[src/rtl/sevenseg_pkg.sv]
// Shared types and constants for the multiplexed seven-segment driver:
// scan phase enum, active-high g..a glyph table and output polarity helper.
package sevenseg_pkg;

  typedef enum logic {
    BLANK = 1'b0,
    SHOW  = 1'b1
  } phase_t;

  // Index k holds the glyph for hex value k, bit 6 = g ... bit 0 = a.
  localparam logic [15:0][6:0] SEG_TABLE = {
    7'h71, 7'h79, 7'h5E, 7'h39, 7'h7C, 7'h77, 7'h6F, 7'h7F,
    7'h07, 7'h7D, 7'h6D, 7'h66, 7'h4F, 7'h5B, 7'h06, 7'h3F
  };

  function automatic logic [6:0] seg_pol(input logic [6:0] seg_hi, input logic active_low);
    if (active_low) begin
      return ~seg_hi;
    end else begin
      return seg_hi;
    end
  endfunction

endpackage

[src/rtl/sevenseg_decoder.sv]
// Combinational hex to seven-segment decode (active-high g..a) with blanking.
module sevenseg_decoder
  import sevenseg_pkg::*;
(
  input  logic [3:0] digit,
  input  logic       blank,
  output logic [6:0] seg
);

  // Glyph lookup, forced dark while blanked
  always_comb begin
    seg = 7'h00;
    if (blank) begin
      seg = 7'h00;
    end else begin
      seg = SEG_TABLE[digit];
    end
  end

endmodule

[src/rtl/sevenseg_mux_n.sv]
// N-digit time-multiplexed seven-segment driver with per-frame snapshot and sum readout.
// Optional leading-zero suppression: define SEVENSEG_LEADING_ZERO_BLANK_EN.
module sevenseg_mux_n
  import sevenseg_pkg::*;
#(
  parameter int NUM_DIGITS     = 4,
  parameter int REFRESH_DIV    = 24000,
  parameter int BLANK_CYCLES   = 240,
  parameter int SEG_ACTIVE_LOW = 1,
  parameter int EN_ACTIVE_LOW  = 1
) (
  input  logic                              clk,
  input  logic                              reset,
  input  logic [4*NUM_DIGITS-1:0]           digits_in,
  input  logic [NUM_DIGITS-1:0]             dp_in,
  output logic [6:0]                        seg,
  output logic                              dp,
  output logic [NUM_DIGITS-1:0]             enable,
  output logic [4+$clog2(NUM_DIGITS)-1:0]   led_sum,
  output logic                              frame_start
);

  localparam int   CNT_W   = $clog2(REFRESH_DIV);
  localparam int   IDX_W   = $clog2(NUM_DIGITS);
  localparam int   SUM_W   = 4 + IDX_W;
  localparam logic SEG_LOW = (SEG_ACTIVE_LOW != 0);
  localparam logic EN_LOW  = (EN_ACTIVE_LOW != 0);

  logic [CNT_W-1:0]        cnt_r;
  logic [IDX_W-1:0]        idx_r;
  phase_t                  phase_r;
  phase_t                  phase_nx_s;
  logic [4*NUM_DIGITS-1:0] snap_r;
  logic [NUM_DIGITS-1:0]   snap_dp_r;
  logic [SUM_W-1:0]        sum_s;
  logic [SUM_W-1:0]        led_sum_r;
  logic [NUM_DIGITS-1:0]   show_mask_s;
  logic [3:0]              digit_s;
  logic                    dp_sel_s;
  logic                    on_s;
  logic [6:0]              dec_seg_s;
  logic [6:0]              seg_r;
  logic                    dp_r;
  logic [NUM_DIGITS-1:0]   enable_r;
  logic                    last_s;
  logic                    snap_en_s;

  assign last_s    = (cnt_r == CNT_W'(REFRESH_DIV - 1));
  assign snap_en_s = (cnt_r == {CNT_W{1'b0}}) && (idx_r == {IDX_W{1'b0}});

  // Phase transitions within a slot
  always_comb begin
    phase_nx_s = phase_r;
    case (phase_r)
      BLANK: begin
        if (cnt_r == CNT_W'(BLANK_CYCLES - 1)) phase_nx_s = SHOW;
        else                                   phase_nx_s = BLANK;
      end
      SHOW: begin
        if (last_s) phase_nx_s = BLANK;
        else        phase_nx_s = SHOW;
      end
      default: phase_nx_s = BLANK;
    endcase
  end

  // Slot counter, digit index and phase register
  always_ff @(posedge clk or posedge reset) begin
    if (reset) begin
      cnt_r   <= {CNT_W{1'b0}};
      idx_r   <= {IDX_W{1'b0}};
      phase_r <= BLANK;
    end else begin
      phase_r <= phase_nx_s;
      if (last_s) begin
        cnt_r <= {CNT_W{1'b0}};
        if (idx_r == IDX_W'(NUM_DIGITS - 1)) idx_r <= {IDX_W{1'b0}};
        else                                 idx_r <= idx_r + IDX_W'(1);
      end else begin
        cnt_r <= cnt_r + CNT_W'(1);
      end
    end
  end

  // Frame snapshot and registered sum of the snapshot
  always_ff @(posedge clk or posedge reset) begin
    if (reset) begin
      snap_r    <= {(4*NUM_DIGITS){1'b0}};
      snap_dp_r <= {NUM_DIGITS{1'b0}};
      led_sum_r <= {SUM_W{1'b0}};
    end else begin
      if (snap_en_s) begin
        snap_r    <= digits_in;
        snap_dp_r <= dp_in;
      end
      led_sum_r <= sum_s;
    end
  end

  // Adder tree over the snapshot; width never overflows for NUM_DIGITS x 15
  always_comb begin
    sum_s = {SUM_W{1'b0}};
    for (int k = 0; k < NUM_DIGITS; k++) begin
      sum_s = sum_s + SUM_W'(snap_r[4*k +: 4]);
    end
  end

`ifdef SEVENSEG_LEADING_ZERO_BLANK_EN
  // Digits above the highest nonzero one stay dark; digit 0 is always lit
  always_comb begin
    logic any_s;
    any_s       = 1'b0;
    show_mask_s = {NUM_DIGITS{1'b0}};
    for (int k = NUM_DIGITS - 1; k >= 0; k--) begin
      any_s          = any_s | (snap_r[4*k +: 4] != 4'h0);
      show_mask_s[k] = any_s | (k == 0);
    end
  end
`else
  assign show_mask_s = {NUM_DIGITS{1'b1}};
`endif

  // Select the scanned digit; outputs follow the next phase so they align with phase_r
  always_comb begin
    digit_s  = snap_r[4*int'(idx_r) +: 4];
    dp_sel_s = snap_dp_r[idx_r];
    on_s     = (phase_nx_s == SHOW) && show_mask_s[idx_r];
  end

  sevenseg_decoder u_decoder (
    .digit (digit_s),
    .blank (!on_s),
    .seg   (dec_seg_s)
  );

  // Registered display outputs with polarity applied
  always_ff @(posedge clk or posedge reset) begin
    if (reset) begin
      seg_r    <= seg_pol(7'h00, SEG_LOW);
      dp_r     <= SEG_LOW;
      enable_r <= {NUM_DIGITS{EN_LOW}};
    end else begin
      seg_r    <= seg_pol(dec_seg_s, SEG_LOW);
      dp_r     <= (on_s & dp_sel_s) ^ SEG_LOW;
      enable_r <= (on_s ? (NUM_DIGITS'(1) << idx_r) : {NUM_DIGITS{1'b0}}) ^ {NUM_DIGITS{EN_LOW}};
    end
  end

  assign seg         = seg_r;
  assign dp          = dp_r;
  assign enable      = enable_r;
  assign led_sum     = led_sum_r;
  assign frame_start = snap_en_s & ~reset;

endmodule

[config.mk]
export PLATFORM = sky130hd
export DESIGN_NAME = sevenseg_mux_n
export DESIGN_NICKNAME = d
export VERILOG_FILES = /design/src/rtl/sevenseg_pkg.sv /design/src/rtl/sevenseg_decoder.sv /design/src/rtl/sevenseg_mux_n.sv
export SDC_FILE = /design/constraint.sdc
export NUM_CORES = 1
export LEC_CHECK = 0
export ABC_AREA = 1
export CAP_MARGIN = 20
export CORE_UTILIZATION = 35
export CTS_CLUSTER_SIZE = 25
export DETAILED_ROUTE_END_ITERATION = 8
export DONT_BUFFER_PORTS = 1
export PLACE_DENSITY = 0.56
export SLEW_MARGIN = 5
export SYNTH_ARGS = -nofsm -noshare
export SYNTH_HDL_FRONTEND = slang
export SYNTH_SLANG_ARGS = --single-unit
[constraint.sdc]
create_clock -name clk -period 2.8 [get_ports clk]
set_input_delay 0.28 -clock clk [delete_from_list [all_inputs] [get_ports clk]]
set_output_delay 0.28 -clock clk [all_outputs]
set_load 0.01 [all_outputs]
==> results of run 1 <==
-- cells by family (layout without fill, tap and decap cells) --
group           count (synthesis)  count (layout)
buf+inv                        64              66
fa+ha+maj                      24              24
simple gates                  211             211
xor+xnor                        6               6
compound gates                 20              20
flops                          56              56
-- flip-flops by register name, summed over array words and instances, names as in the netlist --
signal	count
snap_r	16
cnt_r	15
seg	7
led_sum	6
enable	4
snap_dp_r	4
idx_r	2
dp	1
phase_r	1
-- stage by stage --
| stage | instances | setup WS, ns |
|---|---|---|
| floorplan | 381 | 0.511 |
| global placement | 482 | 0.466 |
| detailed placement | 482 | 0.368 |
| CTS | 491 | 0.350 |
| global route | 491 | 0.183 |
| finish | 491 | 0.386 |
-- layer usage --
layer	global-route usage, %	vias to the layer above	part of all wire, %
met5	0	-	0
met4	5.54	0	1.9
met3	5.61	8	7.5
met2	22.6	62	43
met1	20.9	1109	47
li1	-	1180	-
-- worst max path at each step --
stage | startpoint | endpoint | slack, ns
after global placement | snap_r[1] | led_sum[3] | 0.47
after global routing | snap_r[1] | led_sum[3] | 0.18
after detailed placement | snap_r[1] | led_sum[3] | 0.37
after CTS | snap_r[1] | led_sum[3] | 0.35
final | snap_r[1] | led_sum[3] | 0.39
after floorplan | snap_r[1] | led_sum[3] | 0.51
-- power breakdown --
group / switching, mW / total, mW / internal [mW]
sequential: 0.0426 / 0.902 / 0.860
clock: 0.257 / 0.537 / 0.280
combinational: 0.115 / 0.189 / 0.0736
total: 0.414 / 1.63 / 1.21
-- final cells by class --
type	count	area, µm²
clock buffers	8	121
fillers	879	5380
inverters	53	199
multi-input cells	261	1470
flip-flops and latches	56	1420
well taps	108	135
repair buffers	5	40.0
-- cells in the final DEF, fill, tap and decap left out --
cell           synthesis  routed
nor3_4                 1       1
buf_4                  0       4
o211ai_1               1       1
a21oi_1                6       6
o21ai_1                1       1
nor2_2                 3       3
dfstp_2               12      12
nand3_2                4       4
clkbuf_16              0       1
o21ai_0               11      11
clkbuf_8               0       7
xor2_1                 5       5
dlygate4sd3_1          0       1
nand3b_1               1       1
nand2_4                1       1
inv_2                  3       4
nand2_1              112     112
nand2_2                9       9
or2_4                  1       1
nor3_2                 1       1
nand3_1               56      56
nor2_1                20      20
nor3_1                 1       1
fa_1                   8       8
or2_2                  1       1
ha_1                  16      16
dfrtp_1               44      44
inv_1                 50      49
xnor2_1                1       1
o22ai_1                1       1
-- timing repair --
item                      CTS  global route
hold endpoints to repair   12             0
hold buffers                1             0
gates resized for setup     0             0
==> impl_results.md, run 1 <==
- Yosys top cell area share: 34.6%
- H-tree levels: 2
- Drt first-iter violations: 130
- Clock period minus worst slack: 2.41 ns
- Layout area overhead: 6.41%
- Max incr delay on CP: ~0.53 ns
- Most common cell in the netlist: nand2_1
- Seq cells post-synth: 56
- Fin crit share: 86.2%
- Post-synthesis compound-gate area fraction: 3.27%
- CTS root buffer: clkbuf_8
- Xor/xnor share of the synthesized area: 1.65%
- Hold Fails Final Rpt: 0
- Hold path depth: 2
- Share of layout cells above drive strength 1: 12.8%
- RSZ-0062 raised after global routing: false
- Largest family of logic cells by synthesized area: simple AND/OR/NAND/NOR gates
- EDFF count, synth: 0
- YS warnings: 0
- Maximum vdd drop: 261 µV
- PD cells: 481 nW/µm²
- Post-synthesis mux area share: 0%
- Hold_sp: dp_in[2]
- Initial Util: between 30% and 40%
- Vias in the first global route: approximately 2,400
- Synth area leaders: dfrtp_1 35%, nand2_1 13%, dfstp_2 9.9%
- CP startpoint kind: flop
- CORE AREA: 8760 µm²
- Fin area: about 3400 µm²
- Global route overflow: 0
- R2r setup slk: 0.39 ns
- Critical path depth: 8
- Total power draw: 1.63 mW
- Layout Utilization: between 30% and 40%
- WL/cell: about 13 µm
- GP Congestion: approximately 0.78
- Relative max-transition margin: 64.4%
- Routed wire length: 6560 µm
- Critical path, cell by cell: inv_1, fa_1, inv_1, fa_1, ha_1, inv_1, fa_1, xnor2_1
- Fmax: 414 MHz
- Die X: 97.3 µm
- Initial antenna violation count: 0
- Setup TNS Final: 0 ns
- Endpoints failing setup: 0
- Cells after Synth: 381
- Critical Path Sink Type: flop
- CTS Buf Count: 5
- Initial DRT Pass Iterations: 4
- Die height: 97.3 µm
- Sink Count: 56
- Register area share after synthesis: between 40% and 50%
- Cell accounting for the most synthesized area: dfrtp_1
- Placed cell areas: 3250 µm²
- RR Endpoint: led_sum[3]
- CP arrival: 2.64 ns
- Nets: between 400 and 500
- IO Count: 41
- Clock latency on the worst-skew pair: 0.30 ns
- Worst path bufs/invs: 3
- First-pass GRT wire length: approximately 12,000 µm
- Top post-synthesis cells by count: 112 x nand2_1, 56 x nand3_1, 50 x inv_1
- Post-CTS setup buffers: 0
- RR Startpoint: snap_r[1]
- WHS: 0.106 ns
- Async SR Flop Fraction: 100%
- Clock slew at reported path FFs: about 0.10 ns
- # DRC: 0
- CTS tree: done
- Row count: 34
- Outcome: completed
- Mapped Area: 3180 µm²
- P_leak: 1.74 nW
- Worst endpoint required time: 3.02 ns
- WS Path Type: reg -> reg
- Maximum clock path buffer count: 2
- Delay-heaviest family, CP: adder cells
- Vias: 2,359
- Post-Synth Simple-Gate Area: between 30% and 40%
- Detailed placement HPWL: 4940 µm
- Worst Hold End: snap_dp_r[2]
- CP max-delay cell: fa_1
- Net Count, Synth: approximately 430
- Final Skew: 0.00798 ns
- Antenna Nets Post-Route: 0
- Netlist cell types: 28
- Die area: 9470 µm²
- Max Slew Vio Count: 0
- Synth Flop Type: dfrtp_1
- Least-Margin Pin Slew: 0.534 ns
- Crit-path max FO: 3
- Largest net degree at the start of global routing: 25
- Gr usage total: ~15%
- Synth Area in Adders: 11.3%
- R2r worst-path depth: 8
- Mean post-synth cell area: 8.35 µm²
- Ant diodes: 0
- Via density per instance: between 4 and 5
- Worst Hold Class: in -> reg
- I/O Buffers: 0
- Max-cap violations: 0
(Power assumes the default switching activity.)
==> run 2: changes to the inputs <==
--- a/config.mk
+++ b/config.mk
@@ -11,6 +11,7 @@
 export CTS_CLUSTER_SIZE = 25
 export DETAILED_ROUTE_END_ITERATION = 8
 export DONT_BUFFER_PORTS = 1
+export HOLD_SLACK_MARGIN = 0.03
 export PLACE_DENSITY = 0.56
 export SLEW_MARGIN = 5
 export SYNTH_ARGS = -nofsm -noshare
==> constraint.sdc (replaced) <==
create_clock -name clk -period 2.6 [get_ports clk]
set_input_delay 0.26 -clock clk [delete_from_list [all_inputs] [get_ports clk]]
set_output_delay 0.26 -clock clk [all_outputs]
set_load 0.01 [all_outputs]
==> run 2 against run 1 <==
Effect of this change: cell count grew 0.20%; sequential share of layout area grew 0.11 points; non-clock buffer count grew 1; power grew 3.1%; clock power shrank 5.8%; design area shrank 0.26%; critical path depth is the same; clock skew grew 0.0022 ns; die area is the same; combinational power grew 6%.
==> impl_results.md, run 2 (synthesis gave the netlist of run 1 again) <==
- Row count: 34
- Nets: 429
- Largest net degree at the start of global routing: 50
- WHS: 0.0808 ns
- Ant diodes: 0
- Register Area: 1420 µm²
- Global route overflow: 0
- Endpoints failing setup: 0
- R2r setup slk: 0.21 ns
- Worst endpoint required time: 2.84 ns
- IO Count: between 40 and 50
- I/O Buffers: 0
- Fmax: approximately 420 MHz
- Initial DRT Pass Iterations: 4
- Die area: 9470 µm²
- Drt first-iter violations: 179
- Max FFs per register: 16
- Initial antenna violation count: 0
- Sink Count: 56
- Fill cells: 921
- Clock slew at reported path FFs: 0.10 ns
- Outcome: completed
- Detailed placement HPWL: 4890 µm
- Post_cts resized: 0
- Routed wire length: ~6600 µm
- Die X: between 90 and 100 µm
- Via density per instance: 4.82
- Fin area: between 3000 and 4000 µm²
- Total power draw: 1.68 mW
- Vias in the first global route: 2,393
- Setup TNS Final: 0 ns
- Maximum clock path buffer count: 2
- RSZ-0062 raised after global routing: false
- Maximum vdd drop: about 230 µV
- CTS Buf Count: 5
- Most common cell after layout, fill and taps aside: nand2_1
- Die height: 97.3 µm
- Initial Util: 36.3%
- Most frequent cells in the layout: 112 x nand2_1, 56 x nand3_1, 49 x inv_1
- Fin crit share: 91.9%
- Final Skew: 0.0102 ns
- H-tree levels: 2
- First-pass GRT wire length: 11,400 µm
- Layout area overhead: 6.14%
- Gr usage total: 15.1%
- Worst Hold Class: in -> reg
- Share of layout cells above drive strength 1: 12.8%
- CP startpoint kind: flop
- Vias: 2,369
- CORE AREA: 8760 µm²
- Clock latency on the worst-skew pair: 0.31 ns
- CP arrival: 2.63 ns
- Crit-path max FO: 3
- Hold_buf cts: 0
- PD cells: 497 nW/µm²
- P_leak: 1.74 nW
- CTS tree: done
- # DRC: 0
- Least-Margin Pin Slew: 0.518 ns
- Clock period minus worst slack: 2.39 ns
- CTS root buffer: clkbuf_8
- Post-CTS setup buffers: 0
- GP Congestion: 0.774
- Max Slew Vio Count: 0
- WS Path Type: reg -> reg
- Antenna Nets Post-Route: 0
- Hold Fails Final Rpt: 0
- Most flops, register: snap_r
- WL/cell: about 13 µm
- Placed cell areas: 3250 µm²
- Area of the multi-input gates: 1470 µm²
- Layout Utilization: 38.5%
- Max-cap violations: 0
- Critical Path Sink Type: flop
- Relative max-transition margin: 65.4%
==> run 2: cell types whose count changed in the layout (fill, tap and decap cells not counted), sizes merged <==
cell / previous run / this run
buf: 4 / 5
clkbuf: 8 / 7
inv: 53 / 54
==> run 2: critical path, stage by stage (launching register included) <==
cell     delay, ns
dfrtp_1       0.38
inv_1         0.07
fa_1          0.54
inv_1         0.06
fa_1          0.50
ha_1          0.16
inv_1         0.05
fa_1          0.39
o21ai_0       0.17
==> run 2: path summary, 6_finish.rpt <==
path	endpoint	start	depth (start not counted)
worst min register to register	snap_r[3]	snap_r[3]	2
worst max-delay path	led_sum[5]	snap_r[1]	8
worst max register to register	led_sum[5]	snap_r[1]	8
max in group asynchronous	enable[1]	reset	3
min in group asynchronous	snap_dp_r[2]	reset	2
worst min-delay path	snap_r[13]	digits_in[13]	2
==> run 2: layer usage <==
| layer | vias up | wire [µm] | track usage, % | share of wire (%) |
|---|---|---|---|---|
| li1 | 1188 | - | - | - |
| met1 | 1113 | 3280 | 21.2 | 50 |
| met2 | 59 | 2930 | 23.8 | 44 |
| met3 | 9 | 323 | 2.73 | 4.9 |
| met4 | 0 | 93 | 4.52 | 1.4 |
| met5 | - | 0 | 0 | 0 |
==> run 2: layout make-up <==
type	instances	share of cell area, %
clock buffers	7	2.56
clock inverters	1	0.185
well taps	108	4.00
multi-input cells	261	43.6
repair buffers	6	1.78
flip-flops and latches	56	42.0
inverters	53	5.89
==> run 2: report_power, final <==
group	internal, mW	switching (mW)
clock	0.218	0.288
sequential	0.926	0.0456
combinational	0.0805	0.121
total	1.22	0.454
==> run 2: per-stage QoR <==
stage / std cells / setup slack (ns)
detailed placement: 482 / 0.212
finish: 492 / 0.210
CTS: 490 / 0.194
floorplan: 381 / 0.311
global placement: 482 / 0.262
global route: 492 / 0.0738
==> run 3: changes to the inputs <==
--- a/config.mk
+++ b/config.mk
@@ -16,4 +16,5 @@
 export SLEW_MARGIN = 5
 export SYNTH_ARGS = -nofsm -noshare
 export SYNTH_HDL_FRONTEND = slang
+export SYNTH_HIERARCHICAL = 1
 export SYNTH_SLANG_ARGS = --single-unit
==> run 3 against run 2 <==
Effect of this change: core utilization up 0.49 points; critical path depth did not move; via count increased by 0.93%; cell count increased by 3.3%; sequential share of layout area down 1.1 points; power decreased by 1.5%; maximum frequency down 2.5%; flip-flop and latch count unchanged; critical path type unchanged.
==> impl_results.md, run 3 <==
- Outcome: completed
- CP max-delay cell: fa_1
- Worst endpoint required time: about 2.8 ns
- CTS Buf Count: 5
- CTS root buffer: clkbuf_8
- Cell accounting for the most synthesized area: dfrtp_1
- Row count: 34
- Vias: 2,391
- WL/cell: 12.5 µm
- Total power draw: 1.65 mW
- Net Count, Synth: roughly 440
- Die area: 9760 µm²
- Hold Fails Final Rpt: 0
- Max-cap violations: 0
- Delay-heaviest family, CP: adder cells
- Met2 Usage GRT: between 20% and 30%
- RSZ-0062 raised after global routing: false
- Fill cells: 901
- Final WS setup: 0.148 ns
- Met3 usage: 2.70%
- Layout area overhead: 5.72%
- Setup TNS Final: 0 ns
- Initial Util: 36.9%
- Register area share after synthesis: roughly 43%
- Most common cell in the netlist: nand2_1
- Endpoints failing setup: 0
- Register Area: roughly 1400 µm²
- Mapped Area: about 3300 µm²
- PD cells: 477 nW/µm²
- Mean post-synth cell area: 8.33 µm²
- Worst Hold Class: in -> reg
- Share of layout cells above drive strength 1: between 10% and 20%
- Synth area leaders: dfrtp_1 34%, nand2_1 11%, dfstp_2 9.6%
- Top post-synthesis cells by count: 93 x nand2_1, 54 x inv_1, 44 x dfrtp_1
- Clock latency on the worst-skew pair: 0.32 ns
- # DRC: 0
- Least-Margin Pin Slew: 0.607 ns
- Routed wire length: 6330 µm
- P_leak: 1.73 nW
- Critical path, cell by cell: inv_1, fa_1, inv_1, fa_1, ha_1, inv_1, fa_1, o21ai_0
- Worst path bufs/invs: 3
- Critical Path Sink Type: flop
- Global route overflow: 0
- Maximum vdd drop: ~230 µV
- Largest net degree at the start of global routing: between 40 and 50
- H-tree levels: 2
- Die height: 98.8 µm
- Initial antenna violation count: 0
- Maximum clock path buffer count: 2
- Post_cts resized: 0
- Max FFs per register: 16
- Cells after Synth: 394
- YS warnings: 6
- IO Count: 41
- Relative max-transition margin: 59.5%
- Via density per instance: 4.71
- Gr usage total: 14.3%
- Hold_sp: digits_in[11]
- RR Startpoint: snap_r[1]
- Most flops, register: snap_r
- Detailed placement HPWL: around 4700 µm
- Yosys top cell area share: approximately a third
- Crit-path max FO: 3
- Area of the multi-input gates: 1540 µm²
- Synth Flop Type: dfrtp_1
- Fmax: approximately 410 MHz
- First-pass GRT wire length: 11,000 µm
- Critical Path Source: snap_r[1]
- Final Skew: 0.0164 ns
- Async SR Flop Fraction: between 90% and 100%
- Antenna Nets Post-Route: 0
- CORE AREA: 8890 µm²
- CTS tree: done
- CP startpoint kind: flop
- Drt first-iter violations: 133
- GP Congestion: 0.773
- M1 GR Usage: 18.9%
- Sink Count: 56
- Ant diodes: 0
- CP arrival: 2.70 ns
- Setup WS pre-CTS: between 0.15 and 0.2 ns
- Initial DRT Pass Iterations: 4
- Fin crit share: a little over nine tenths
- Vias in the first global route: 2,350
- Max Slew Vio Count: 0
- Clock period minus worst slack: ~2.5 ns
- I/O Buffers: 0
- Gr busiest metal: met2
- Most common cell after layout, fill and taps aside: nand2_1
- Most frequent cells in the layout: 93 x nand2_1, 53 x inv_1, 44 x dfrtp_1
- Netlist cell types: 29
- Clock slew at reported path FFs: about 0.11 ns
- Seq cells post-synth: 56
- WS Path Type: reg -> reg
- EDFF count, synth: 0
- Die X: 98.8 µm
- Max incr delay on CP: roughly 0.53 ns
- Nets: 446
## run 3: cell families after synthesis
| kind of cell | Yosys count | synth area share [%] |
|---|---|---|
| fa+ha+maj | 25 | 11.4 |
| simple gates | 205 | 28.7 |
| xor+xnor | 8 | 2.14 |
| flops | 56 | 43.2 |
| buf+inv | 70 | 9.92 |
| compound gates | 30 | 4.69 |
## run 3: path summary, 6_finish.rpt
check / endpoint / slack [ns] / cells past startpoint
hold reg to reg: snap_r[9] / 0.48 / 2
hold / removal: snap_r[11] / 0.07 / 2
max in group asynchronous: phase_r / 1.45 / 3
setup / recovery: led_sum[5] / 0.15 / 8
setup reg to reg: led_sum[5] / 0.15 / 8
min in group asynchronous: snap_dp_r[3] / 0.29 / 2
## run 3: layer usage
layer	share of wire (%)	wire length [µm]
met4	1.3	83
met2	46	2900
met3	3.5	224
met5	0	0
met1	49	3120
## run 3: layout make-up
cell class                 count  share of cell area [%]
clock buffer                   6                    2.09
clock inverter                 2                   0.397
multi-input combinational    268                    44.4
tap                          108                    3.90
timing repair buffer           9                    2.02
inverter                      59                    6.39
sequential                    56                    40.8
## run 3: worst register-to-register path, stage by stage (launching register included)
cell and delay, ns:
dfrtp_1 0.40, inv_1 0.07, fa_1 0.53, inv_1 0.05, fa_1 0.51, ha_1 0.19, inv_1 0.07, fa_1 0.40
o21ai_0 0.17
## run 3: what timing repair did
| item | 4_1_cts | 5_1_grt |
|---|---|---|
| setup endpoints to repair | 0 | 0 |
| hold buffers | 1 | 0 |
| setup buffers | 0 | 0 |
| hold endpoints to repair | 9 | 0 |
## run 3: metrics by stage
stage	instance area (µm²)	utilization [%]	cells	hold slack, ns
final	3470	39.0	508	0.0711
after global routing	3470	39.0	508	0.0628
after CTS	3470	39.0	508	0.0639
after detailed placement	3370	37.9	499	0.0690
after global placement	3370	37.9	499	0.0692
after floorplan	3280	-	394	0.405
## run 3: report_power, final
| group | internal, mW | switching (mW) |
|---|---|---|
| Combinational | 0.0792 | 0.115 |
| Sequential | 0.926 | 0.0477 |
| Clock | 0.193 | 0.294 |
| Total | 1.20 | 0.456 |
